==> config.mk <==
export PLATFORM = sky130hd
export DESIGN_NAME = satagtx_rst_seq
export DESIGN_NICKNAME = d
export VERILOG_FILES = /design/src/rtl/satagtx_rst_seq.sv
export SDC_FILE = /design/constraint.sdc
export NUM_CORES = 1
export LEC_CHECK = 0
export ABC_AREA = 1
export CELL_PAD_IN_SITES_DETAIL_PLACEMENT = 0
export CELL_PAD_IN_SITES_GLOBAL_PLACEMENT = 1
export CORE_ASPECT_RATIO = 0.75
export CORE_MARGIN = 4
export CORE_UTILIZATION = 44
export DETAILED_ROUTE_END_ITERATION = 10
export PLACE_DENSITY = 0.84
export SLEW_MARGIN = 20
export SYNTH_ARGS = -nofsm -noshare
export SYNTH_HDL_FRONTEND = slang
export SYNTH_SLANG_ARGS = --single-unit
==> constraint.sdc <==
create_clock -name clk -period 3.8 [get_ports clk]
set_input_delay 0.76 -clock clk [delete_from_list [all_inputs] [get_ports clk]]
set_output_delay 0.76 -clock clk [all_outputs]
set_load 0.005 [all_outputs]
==> src/rtl/satagtx_rst_seq.sv <==
// GTX tile reset sequencer: GTXRESET pulse, PLL/DCM lock waits, PCS reset release and
// lock supervision with timeout-driven restarts. Single fabric clock, synchronous reset.
module satagtx_rst_seq #(
  parameter string       C_FAMILY          = "none",
  parameter int unsigned C_GTXRESET_CYCLES = 16,
  parameter int unsigned C_USR_RST_CYCLES  = 8,
  parameter int unsigned C_LOCK_TIMEOUT    = 65535
) (
  input  logic       clk,
  input  logic       rst_n,
  input  logic       tile0_plllkdet,
  input  logic       refclkout_dcm0_locked,
  input  logic       tile0_txresetdone,
  input  logic       tile0_rxresetdone,
  output logic       tile0_gtxreset,
  output logic       tile0_txreset,
  output logic       tile0_rxreset,
  output logic       link_ready,
  output logic [3:0] retry_cnt
);

  localparam logic [15:0] GtxLast     = 16'(C_GTXRESET_CYCLES - 1);
  localparam logic [15:0] UsrLast     = 16'(C_USR_RST_CYCLES - 1);
  localparam logic [15:0] TimeoutLast = 16'(C_LOCK_TIMEOUT - 1);

  typedef enum logic [2:0] {
    StGtxRst,
    StWaitPll,
    StWaitDcm,
    StUsrRst,
    StWaitDone,
    StReady
  } state_e;

  state_e      state_q, state_d;
  logic [15:0] cnt_q;
  logic [3:0]  sync1_q, sync2_q;
  logic [3:0]  retry_q;
  logic        retry_inc;
  logic        gtx_q, tx_q, rx_q, ready_q;
  logic        pll_s, dcm_s, txdone_s, rxdone_s;
  logic        timeout;

  assign {rxdone_s, txdone_s, dcm_s, pll_s} = sync2_q;
  assign timeout = (cnt_q == TimeoutLast);

  // Loss checks come first in every locked state so PLL loss beats DCM loss beats the rest.
  always_comb begin
    state_d   = state_q;
    retry_inc = 1'b0;
    unique case (state_q)
      StGtxRst: begin
        if (cnt_q == GtxLast) state_d = StWaitPll;
      end
      StWaitPll: begin
        if (pll_s) begin
          state_d = StWaitDcm;
        end else if (timeout) begin
          state_d   = StGtxRst;
          retry_inc = 1'b1;
        end
      end
      StWaitDcm: begin
        if (!pll_s) begin
          state_d = StGtxRst;
        end else if (dcm_s) begin
          state_d = StUsrRst;
        end else if (timeout) begin
          state_d   = StGtxRst;
          retry_inc = 1'b1;
        end
      end
      StUsrRst: begin
        if (!pll_s)                state_d = StGtxRst;
        else if (!dcm_s)           state_d = StWaitDcm;
        else if (cnt_q == UsrLast) state_d = StWaitDone;
      end
      StWaitDone: begin
        if (!pll_s) begin
          state_d = StGtxRst;
        end else if (!dcm_s) begin
          state_d = StWaitDcm;
        end else if (txdone_s && rxdone_s) begin
          state_d = StReady;
        end else if (timeout) begin
          state_d   = StGtxRst;
          retry_inc = 1'b1;
        end
      end
      StReady: begin
        if (!pll_s)      state_d = StGtxRst;
        else if (!dcm_s) state_d = StWaitDcm;
      end
      default: state_d = StGtxRst;
    endcase
  end

  // Outputs are decoded from state_d so they change on the edge that enters the state.
  always_ff @(posedge clk) begin
    if (!rst_n) begin
      state_q <= StGtxRst;
      cnt_q   <= 16'd0;
      sync1_q <= 4'd0;
      sync2_q <= 4'd0;
      retry_q <= 4'd0;
      gtx_q   <= 1'b1;
      tx_q    <= 1'b1;
      rx_q    <= 1'b1;
      ready_q <= 1'b0;
    end else begin
      sync1_q <= {tile0_rxresetdone, tile0_txresetdone, refclkout_dcm0_locked, tile0_plllkdet};
      sync2_q <= sync1_q;
      state_q <= state_d;
      cnt_q   <= (state_d != state_q) ? 16'd0 : cnt_q + 16'd1;
      if (retry_inc && (retry_q != 4'hF)) retry_q <= retry_q + 4'd1;
      gtx_q   <= (state_d == StGtxRst);
      tx_q    <= !(state_d inside {StWaitDone, StReady});
      rx_q    <= !(state_d inside {StWaitDone, StReady});
      ready_q <= (state_d == StReady);
    end
  end

  assign tile0_gtxreset = gtx_q;
  assign tile0_txreset  = tx_q;
  assign tile0_rxreset  = rx_q;
  assign link_ready     = ready_q;
  assign retry_cnt      = retry_q;

endmodule

==> insert_results.sql, run 1 <==
INSERT INTO impl_metrics (metric_group, metric, value, unit) VALUES
('global_routing', 'initial_antenna_violation_count', '0', ''),
('sta', 'final-setup-viol-count', '0', ''),
('die', 'starting_density_of_the_core', '45.86', '%'),
('synthesis', 'postSynthNetCount', '266', ''),
('critical_path', 'worst_path_largest_cell_delay', '780', 'ps'),
('sta', 'max_slew.worst_pin.slew', '494.0', 'ps'),
('synthesis', 'synth.lib_cells_used.distinct', '29', ''),
('min_path', 'worst_hold_path_type', 'reg -> reg', ''),
('drt', 'detail-route-antenna-nets', '0', ''),
('power_and_ir_drop', 'worst_ir_drop_vdd', '0.3485', 'mV'),
('critical_path', 'criticalPathCategory', 'in -> reg', ''),
('place', 'worst_setup_slack_post_dpl', '1300', 'ps'),
('die', 'placeableCoreArea', '4054', 'sq um'),
('die', 'dieWidth', '83.06', 'um'),
('finish', 'synthesis_to_layout_area_growth', '16.22', '%'),
('synthesis', 'synth_seq_area_share', '36.61', '%'),
('die', 'die_area', '5340', 'sq um'),
('clock_network', 'worstSkewPairLatency', '290', 'ps'),
('job', 'cap_violations', '0', ''),
('global_routing', 'first_pass_grt_wire_length', '6486', 'um'),
('clock_network', 'path_clk_slew', '70', 'ps'),
('critical_path', 'critPathArrivalTime', '2410', 'ps'),
('global_routing', 'global_route.usage.total', '15.10', '%'),
('outcome', 'run_status', 'complete, no violations', ''),
('place', 'io_buffers', '13', ''),
('critical_path', 'critical_path.slowest_cell', 'sky130_fd_sc_hd__clkdlybuf4s50_1', ''),
('clock_network', 'post_cts.resized_instances', '0', ''),
('clock_network', 'tritoncts.num_buffers', '5', ''),
('sta', 'fmax', '0.4562', 'GHz'),
('critical_path', 'crit_path_start_kind', 'input pin', ''),
('finish', 'layout.filler_cells', '406', ''),
('finish', 'final_area', '2161', 'sq um'),
('drt', 'drc_errors', '0', ''),
('finish', 'top_library_cells_by_usage_in_the_layout_fill_and_taps_aside', '55 x sky130_fd_sc_hd__nand2_1, 36 x sky130_fd_sc_hd__inv_1, 34 x sky130_fd_sc_hd__dfxtp_1, 28 x sky130_fd_sc_hd__nor2_1, 15 x sky130_fd_sc_hd__nand3_1', ''),
('global_routing', 'grt_start_max_net_pins', '17', ''),
('clock_network', 'cts_setup_buffers', '0', ''),
('critical_path', 'crit_path_end_kind', 'register', ''),
('drt', 'detailroute.via_count', '1536', ''),
('finish', 'diodes', '0', ''),
('clock_network', 'htree_num_levels', '2', ''),
('place', 'dp_hpwl', '2674', 'um'),
('sta', 'maxSlewViolCount', '0', ''),
('critical_path', 'path_cells', 'clkdlybuf4s50_1 -> inv_1 -> a21oi_1 -> o21ai_1 -> nor2_2 -> nand2_4 -> nor2_1', ''),
('clock_network', 'cts.root.buffer_cell', 'sky130_fd_sc_hd__clkbuf_8', ''),
('place', 'gp_routability_congestion', '0.8367', ''),
('die', 'die_h', '64.30', 'um'),
('clock_network', 'cts_hold_repair.buffers', '0', ''),
('global_routing', 'gr-total-overflow', '0', ''),
('clock_network', 'cts_max_path_buffers', '2', ''),
('critical_path', 'worst-endpoint-required', '4020', 'ps'),
('sta', 'grt_setup_unrepaired', 'false', ''),
('place', 'dpl_cell_area', '2023', 'sq um'),
('drt', 'totalWireLength', '3499', 'um'),
('drt', 'drt_first_iter_violations', '73', ''),
('power_and_ir_drop', 'power_density_relative_to_cell_area', '369.8', 'nW/um^2'),
('sta', 'slew_headroom', '66.96', '%'),
('clock_network', 'numClockSinks', '34', ''),
('global_routing', 'grt_pass1_vias', '1464', ''),
('critical_path', 'reg2reg_setup_slack', '1720', 'ps'),
('sta', 'final_critical_path_setup_slack', '1608', 'ps'),
('sta', 'finalHoldViolations', '0', ''),
('finish', 'post_route_cells_drive_above_1_share', '17.88', '%'),
('synthesis', 'synthesized_flop_and_latch_total', '34', ''),
('critical_path', 'path_max_fanout', '16', ''),
('clock_network', 'tritoncts', 'built', ''),
('synthesis', 'syn_avg_cell_area', '7.235', 'sq um'),
('drt', 'routed_via_density', '4.669', ''),
('synthesis', 'postSynthCellCount', '257', ''),
('drt', 'routedWlPerCell', '10.64', 'um'),
('die', 'floorplan.rows', '20', ''),
('sta', 'final_min_period_over_clock_period', '57.68', '%'),
('synthesis', 'synth_area', '1859', 'sq um'),
('synthesis', 'synthesis.yosys.warnings', '0', ''),
('drt', 'drtPass1Iterations', '4', ''),
('die', 'io_pins', '14', ''),
('finish', 'final_common_cell', 'sky130_fd_sc_hd__nand2_1', ''),
('power_and_ir_drop', 'static-leakage-power', '0.9130', 'nW'),
('finish', 'final_core_utilization', '53.30', '%'),
('finish', 'final_net_count', '282', ''),
('sta', 'finalSetupTns', '0', 'ps'),
('sta', 'final.setup_skew', '3.387', 'ps'),
('sta', 'period_needed', '2192', 'ps');
-- report_power, final --
part,switching (mW),internal [mW],leakage [nW]
Clock,0.140,0.263,0.0683
Sequential,0.00566,0.363,0.276
Combinational,0.0159,0.0115,0.568
-- cells in the mapped netlist --
cell                       number  area [sq um]
sky130_fd_sc_hd__xor2_1         7         61.31
sky130_fd_sc_hd__buf_4          1         7.510
sky130_fd_sc_hd__o21ai_0        5         25.02
sky130_fd_sc_hd__nand3_2        2         20.02
sky130_fd_sc_hd__nor3b_1        1         7.510
sky130_fd_sc_hd__or2_2          1         6.260
sky130_fd_sc_hd__a21oi_2        1         8.760
sky130_fd_sc_hd__o21ai_1        1         5.000
sky130_fd_sc_hd__a31oi_1        1         6.260
sky130_fd_sc_hd__buf_12         1         20.02
sky130_fd_sc_hd__a32oi_1        1         8.760
sky130_fd_sc_hd__nor3_1         5         25.02
sky130_fd_sc_hd__nand2_1       55         206.5
sky130_fd_sc_hd__nand2_2        8         50.05
sky130_fd_sc_hd__inv_2          9         33.78
sky130_fd_sc_hd__ha_1           3         37.54
sky130_fd_sc_hd__nor2_4        11         123.9
sky130_fd_sc_hd__nor2_1        28         105.1
sky130_fd_sc_hd__nand4_1        6         37.54
sky130_fd_sc_hd__o21bai_2       1         11.26
sky130_fd_sc_hd__nor2_2         7         43.79
sky130_fd_sc_hd__a21oi_1        5         25.02
sky130_fd_sc_hd__clkbuf_1       2         7.510
sky130_fd_sc_hd__dfxtp_1       34         680.7
sky130_fd_sc_hd__nand2_4        1         11.26
sky130_fd_sc_hd__nand3_1       15         75.07
sky130_fd_sc_hd__nor4_1         2         12.51
sky130_fd_sc_hd__inv_1         36         135.1
sky130_fd_sc_hd__xnor2_1        7         61.31
-- path summary, 6_finish.rpt --
path / startpoint / endpoint / cells after the start
worst max-delay path: rst_n / cnt_q[1]$_SDFF_PP0_ / 7
worst min-delay path: sync1_q[3]$_SDFF_PN0_ / sync2_q[3]$_SDFF_PN0_ / 2
worst max register to register: cnt_q[0]$_SDFF_PP0_ / cnt_q[1]$_SDFF_PP0_ / 12
worst min register to register: sync1_q[3]$_SDFF_PN0_ / sync2_q[3]$_SDFF_PN0_ / 2
-- area by class of cell --
type / count / area (sq um) / area share [%]
inverters: 45 / 168.9 / 7.817
clock buffers: 5 / 68.82 / 3.185
repair buffers: 13 / 130.1 / 6.022
multi-input cells: 174 / 974.7 / 45.11
flip-flops and latches: 34 / 680.7 / 31.50
well taps: 55 / 68.82 / 3.185
clock inverters: 3 / 68.82 / 3.185
-- logic make-up after synthesis --
kind of cell	after synthesis	share of synthesized area, %
and+or+nand+nor	142	38.96
xor gates and xnor gates	14	6.595
AOI/OAI and AO/OA	15	4.845
DFF	34	36.61
buffers and inverters	49	10.97
adders and majority gates	3	2.019
-- layer usage --
metal / vias up / track usage [%] / wire, um
met5: - / 0 / 0
met4: 0 / 5.714 / 71
met3: 9 / 5.155 / 190
met2: 31 / 22.50 / 1381
met1: 676 / 20.11 / 1856
li1: 820 / - / -
-- state kept, by name (all words and copies together), names as in the netlist --
signal / count
tile0_gtxreset: 1
sync1_q: 4
tile0_rxreset: 1
retry_cnt: 4
link_ready: 1
state_q: 3
cnt_q: 16
sync2_q: 4
-- metrics by stage --
stage | hold WS, ps | cells | power, mW
final | 412.8 | 329 | 0.7990
after global routing | 444.3 | 329 | 0.8319
after CTS | 414.4 | 329 | 0.8140
after detailed placement | 396.0 | 321 | 0.4043
after global placement | 401.0 | 321 | 0.4041
after floorplan | 390.5 | 257 | 0.3967
-- critical path, delay by kind of cell --
kind	cells	cell delay, ps
and+or+nand+nor	3	530
buffers and inverters	2	900
AOI/OAI and AO/OA	2	210
Note: power is estimated with default switching activity, not from simulation.
==> inputs of run 2 (changes only) <==
--- a/config.mk
+++ b/config.mk
@@ -10,9 +10,9 @@
 export CELL_PAD_IN_SITES_GLOBAL_PLACEMENT = 1
 export CORE_ASPECT_RATIO = 0.75
 export CORE_MARGIN = 4
-export CORE_UTILIZATION = 44
+export CORE_UTILIZATION = 38
 export DETAILED_ROUTE_END_ITERATION = 10
-export PLACE_DENSITY = 0.84
+export PLACE_DENSITY = 0.77
 export SLEW_MARGIN = 20
 export SYNTH_ARGS = -nofsm -noshare
 export SYNTH_HDL_FRONTEND = slang
==> constraint.sdc (replaced) <==
create_clock -name clk -period 1.8 [get_ports clk]
set_input_delay 0.36 -clock clk [delete_from_list [all_inputs] [get_ports clk]]
set_output_delay 0.36 -clock clk [all_outputs]
set_load 0.005 [all_outputs]
==> run 2 against run 1 <==
The run now ends with negative setup slack left. Count of clock-buffer cells in the layout unchanged. Critical endpoint is now cnt_q[11]$_SDFF_PP0_. Non-clock buffer count increased by 49. Power grew 120%. Cell area rose by 26%. Final cell count up 16%. Flip-flop and latch count unchanged. Sequential power grew 110%. Register-to-register slack got worse by 1800 ps. Global-route usage is 1.3 points higher. Die area up 14%. Sequential share of layout area down 5.5 points. Utilization is 5.8 points higher.
==> insert_results.sql, run 2 (synthesis gave the netlist of run 1 again) <==
INSERT INTO impl_metrics (metric_group, metric, value, unit) VALUES
('outcome', 'run_status', 'finished with violations', ''),
('outcome', 'violations', 'negative setup slack', ''),
('sta', 'fmax', '0.5416', 'GHz'),
('critical_path', 'cpMostUsedCell', 'sky130_fd_sc_hd__nand2_1', ''),
('finish', 'post_route_cells_drive_above_1_share', '43.03', '%'),
('global_routing', 'first_pass_grt_wire_length', '7631', 'um'),
('clock_network', 'numClockSinks', '34', ''),
('die', 'die_h', '68.58', 'um'),
('critical_path', 'criticalPathCategory', 'reg -> reg', ''),
('place', 'worst_setup_slack_post_dpl', '-99.00', 'ps'),
('min_path', 'min_path_cells', '2', ''),
('finish', 'max_flop_register', 'cnt_q', ''),
('drt', 'detailroute.via_count', '1742', ''),
('min_path', 'hp-start', 'sync1_q[0]$_SDFF_PN0_', ''),
('power_and_ir_drop', 'overall_power', '1.734', 'mW'),
('drt', 'detail-route-antenna-nets', '0', ''),
('finish', 'final_net_count', '331', ''),
('clock_network', 'tritoncts.num_buffers', '5', ''),
('critical_path', 'crit_path_start', 'cnt_q[1]$_SDFF_PP0_', ''),
('clock_network', 'htree_num_levels', '2', ''),
('finish', 'final_core_utilization', '59.07', '%'),
('finish', 'stdcell_count', '380', ''),
('power_and_ir_drop', 'static-leakage-power', '1.188', 'nW'),
('sta', 'final_critical_path_setup_slack', '-46.52', 'ps'),
('clock_network', 'worstSkewPairLatency', '290', 'ps'),
('sta', 'finalSetupTns', '-198.0', 'ps'),
('job', 'cap_violations', '0', ''),
('global_routing', 'global_route.usage.total', '16.43', '%'),
('clock_network', 'path_clk_slew', '80', 'ps'),
('critical_path', 'worst_path_dominant_cell_family', 'simple AND/OR/NAND/NOR gates', ''),
('drt', 'routedWlPerCell', '11.94', 'um'),
('min_path', 'worst_hold_path_type', 'reg -> reg', ''),
('critical_path', 'worstRegToRegCells', '14', ''),
('die', 'die_area', '6088', 'sq um'),
('critical_path', 'worst_path_largest_cell_delay', '380', 'ps'),
('drt', 'totalWireLength', '4537', 'um'),
('sta', 'grt_setup_unrepaired', 'true', ''),
('sta', 'maxSlewViolCount', '0', ''),
('critical_path', 'critical_path.slowest_cell', 'sky130_fd_sc_hd__dfxtp_4', ''),
('place', 'io_buffers', '13', ''),
('critical_path', 'crit_path_start_kind', 'register', ''),
('die', 'io_pins', '14', ''),
('critical_path', 'critPathArrivalTime', '2070', 'ps'),
('finish', 'synthesis_to_layout_area_growth', '46.10', '%'),
('critical_path', 'path_cells', 'ha_4 -> nand3_2 -> nor2_2 -> nand2_2 -> nand2_1 -> nand2_1 -> a21oi_4 -> nand3_2 -> nand2_1 -> nand2_1 -> nor2_2 -> nand2_4 -> buf_12 -> nor2_4', ''),
('critical_path', 'path_max_fanout', '7', ''),
('drt', 'drc_errors', '0', ''),
('finish', 'layout.filler_cells', '405', ''),
('finish', 'diodes', '0', ''),
('die', 'placeableCoreArea', '4598', 'sq um'),
('die', 'dieWidth', '88.77', 'um'),
('finish', 'top_library_cells_by_usage_in_the_layout_fill_and_taps_aside', '48 x sky130_fd_sc_hd__nand2_1, 46 x sky130_fd_sc_hd__buf_4, 35 x sky130_fd_sc_hd__inv_1, 21 x sky130_fd_sc_hd__dfxtp_1, 17 x sky130_fd_sc_hd__nor2_1', ''),
('clock_network', 'cts_hold_repair.buffers', '0', ''),
('sta', 'slew_headroom', '72.10', '%'),
('sta', 'hold_ws', '416.0', 'ps'),
('die', 'starting_density_of_the_core', '40.44', '%'),
('power_and_ir_drop', 'power_density_relative_to_cell_area', '638.3', 'nW/um^2'),
('place', 'gp_routability_congestion', '0.8829', ''),
('sta', 'final_min_period_over_clock_period', '102.6', '%'),
('critical_path', 'cp_num_buf_inv', '1', ''),
('sta', 'finalHoldViolations', '0', ''),
('place', 'dp_cells', '363', ''),
('finish', 'final_area', '2716', 'sq um'),
('sta', 'final-setup-viol-count', '16', ''),
('critical_path', 'crit_path_end_kind', 'register', ''),
('critical_path', 'worstSetupPathDepth', '14', ''),
('clock_network', 'cts.root.buffer_cell', 'sky130_fd_sc_hd__clkbuf_8', ''),
('drt', 'drt_first_iter_violations', '103', ''),
('critical_path', 'worst-endpoint-required', '2030', 'ps'),
('clock_network', 'tritoncts', 'built', ''),
('global_routing', 'grt_pass1_vias', '1665', ''),
('sta', 'max_slew.worst_pin.slew', '415.4', 'ps'),
('place', 'dp_hpwl', '3244', 'um'),
('place', 'dpl_cell_area', '2351', 'sq um'),
('sta', 'period_needed', '1847', 'ps'),
('finish', 'largest_register_ff_count', '16', ''),
('global_routing', 'grt_start_max_net_pins', '16', ''),
('drt', 'routed_via_density', '4.584', ''),
('global_routing', 'initial_antenna_violation_count', '0', ''),
('critical_path', 'rr_startpoint', 'cnt_q[1]$_SDFF_PP0_', ''),
('global_routing', 'gr-total-overflow', '0', ''),
('drt', 'drtPass1Iterations', '4', ''),
('die', 'floorplan.rows', '21', ''),
('sta', 'final.setup_skew', '6.704', 'ps'),
('clock_network', 'cts_max_path_buffers', '2', ''),
('power_and_ir_drop', 'worst_ir_drop_vdd', '0.4659', 'mV'),
('finish', 'final_common_cell', 'sky130_fd_sc_hd__nand2_1', '');
[run 2: worst paths after layout]
path	end	slack, ps
max	cnt_q[11]$_SDFF_PP0_	-50
min	sync2_q[0]$_SDFF_PN0_	420
max reg2reg	cnt_q[11]$_SDFF_PP0_	-50
min reg2reg	sync2_q[0]$_SDFF_PN0_	420
[run 2: cell type report]
| class | count | area [sq um] | share of cell area, % |
|---|---|---|---|
| sequential | 34 | 706.9 | 26.02 |
| timing repair buffer | 62 | 526.8 | 19.39 |
| clock buffer | 5 | 68.82 | 2.533 |
| clock inverter | 3 | 68.82 | 2.533 |
| tap | 57 | 71.32 | 2.626 |
| multi-input combinational | 174 | 1105 | 40.67 |
| inverter | 45 | 168.9 | 6.218 |
[run 2: timing repair]
action / 4_1_cts / 5_1_grt
endpoints found under the setup margin: 18 / 21
pin swaps: 17 / 3
resized for setup: 22 / 31
setup buffers: 6 / 3
[run 2: routing by layer]
metal  GRT usage, %  routed length (um)  up-vias
li1               -                   -      920
met1          23.23                2341      772
met2          24.35                1918       46
met3          4.751                 242        4
met4          4.340                  35        0
met5              0                   0        -
[run 2: worst min-delay path: stages, from the launching register on]
cell                      delay, ps
sky130_fd_sc_hd__dfxtp_1        310
sky130_fd_sc_hd__nand2_1         50
sky130_fd_sc_hd__inv_1           40
[run 2: power by group]
| part | leakage, nW | switching, mW | internal (mW) | total [mW] |
|---|---|---|---|---|
| Combinational | 0.836 | 0.0471 | 0.0541 | 0.101 |
| Sequential | 0.284 | 0.0153 | 0.763 | 0.778 |
| Clock | 0.0683 | 0.300 | 0.555 | 0.855 |
| Total | 1.19 | 0.362 | 1.37 | 1.73 |
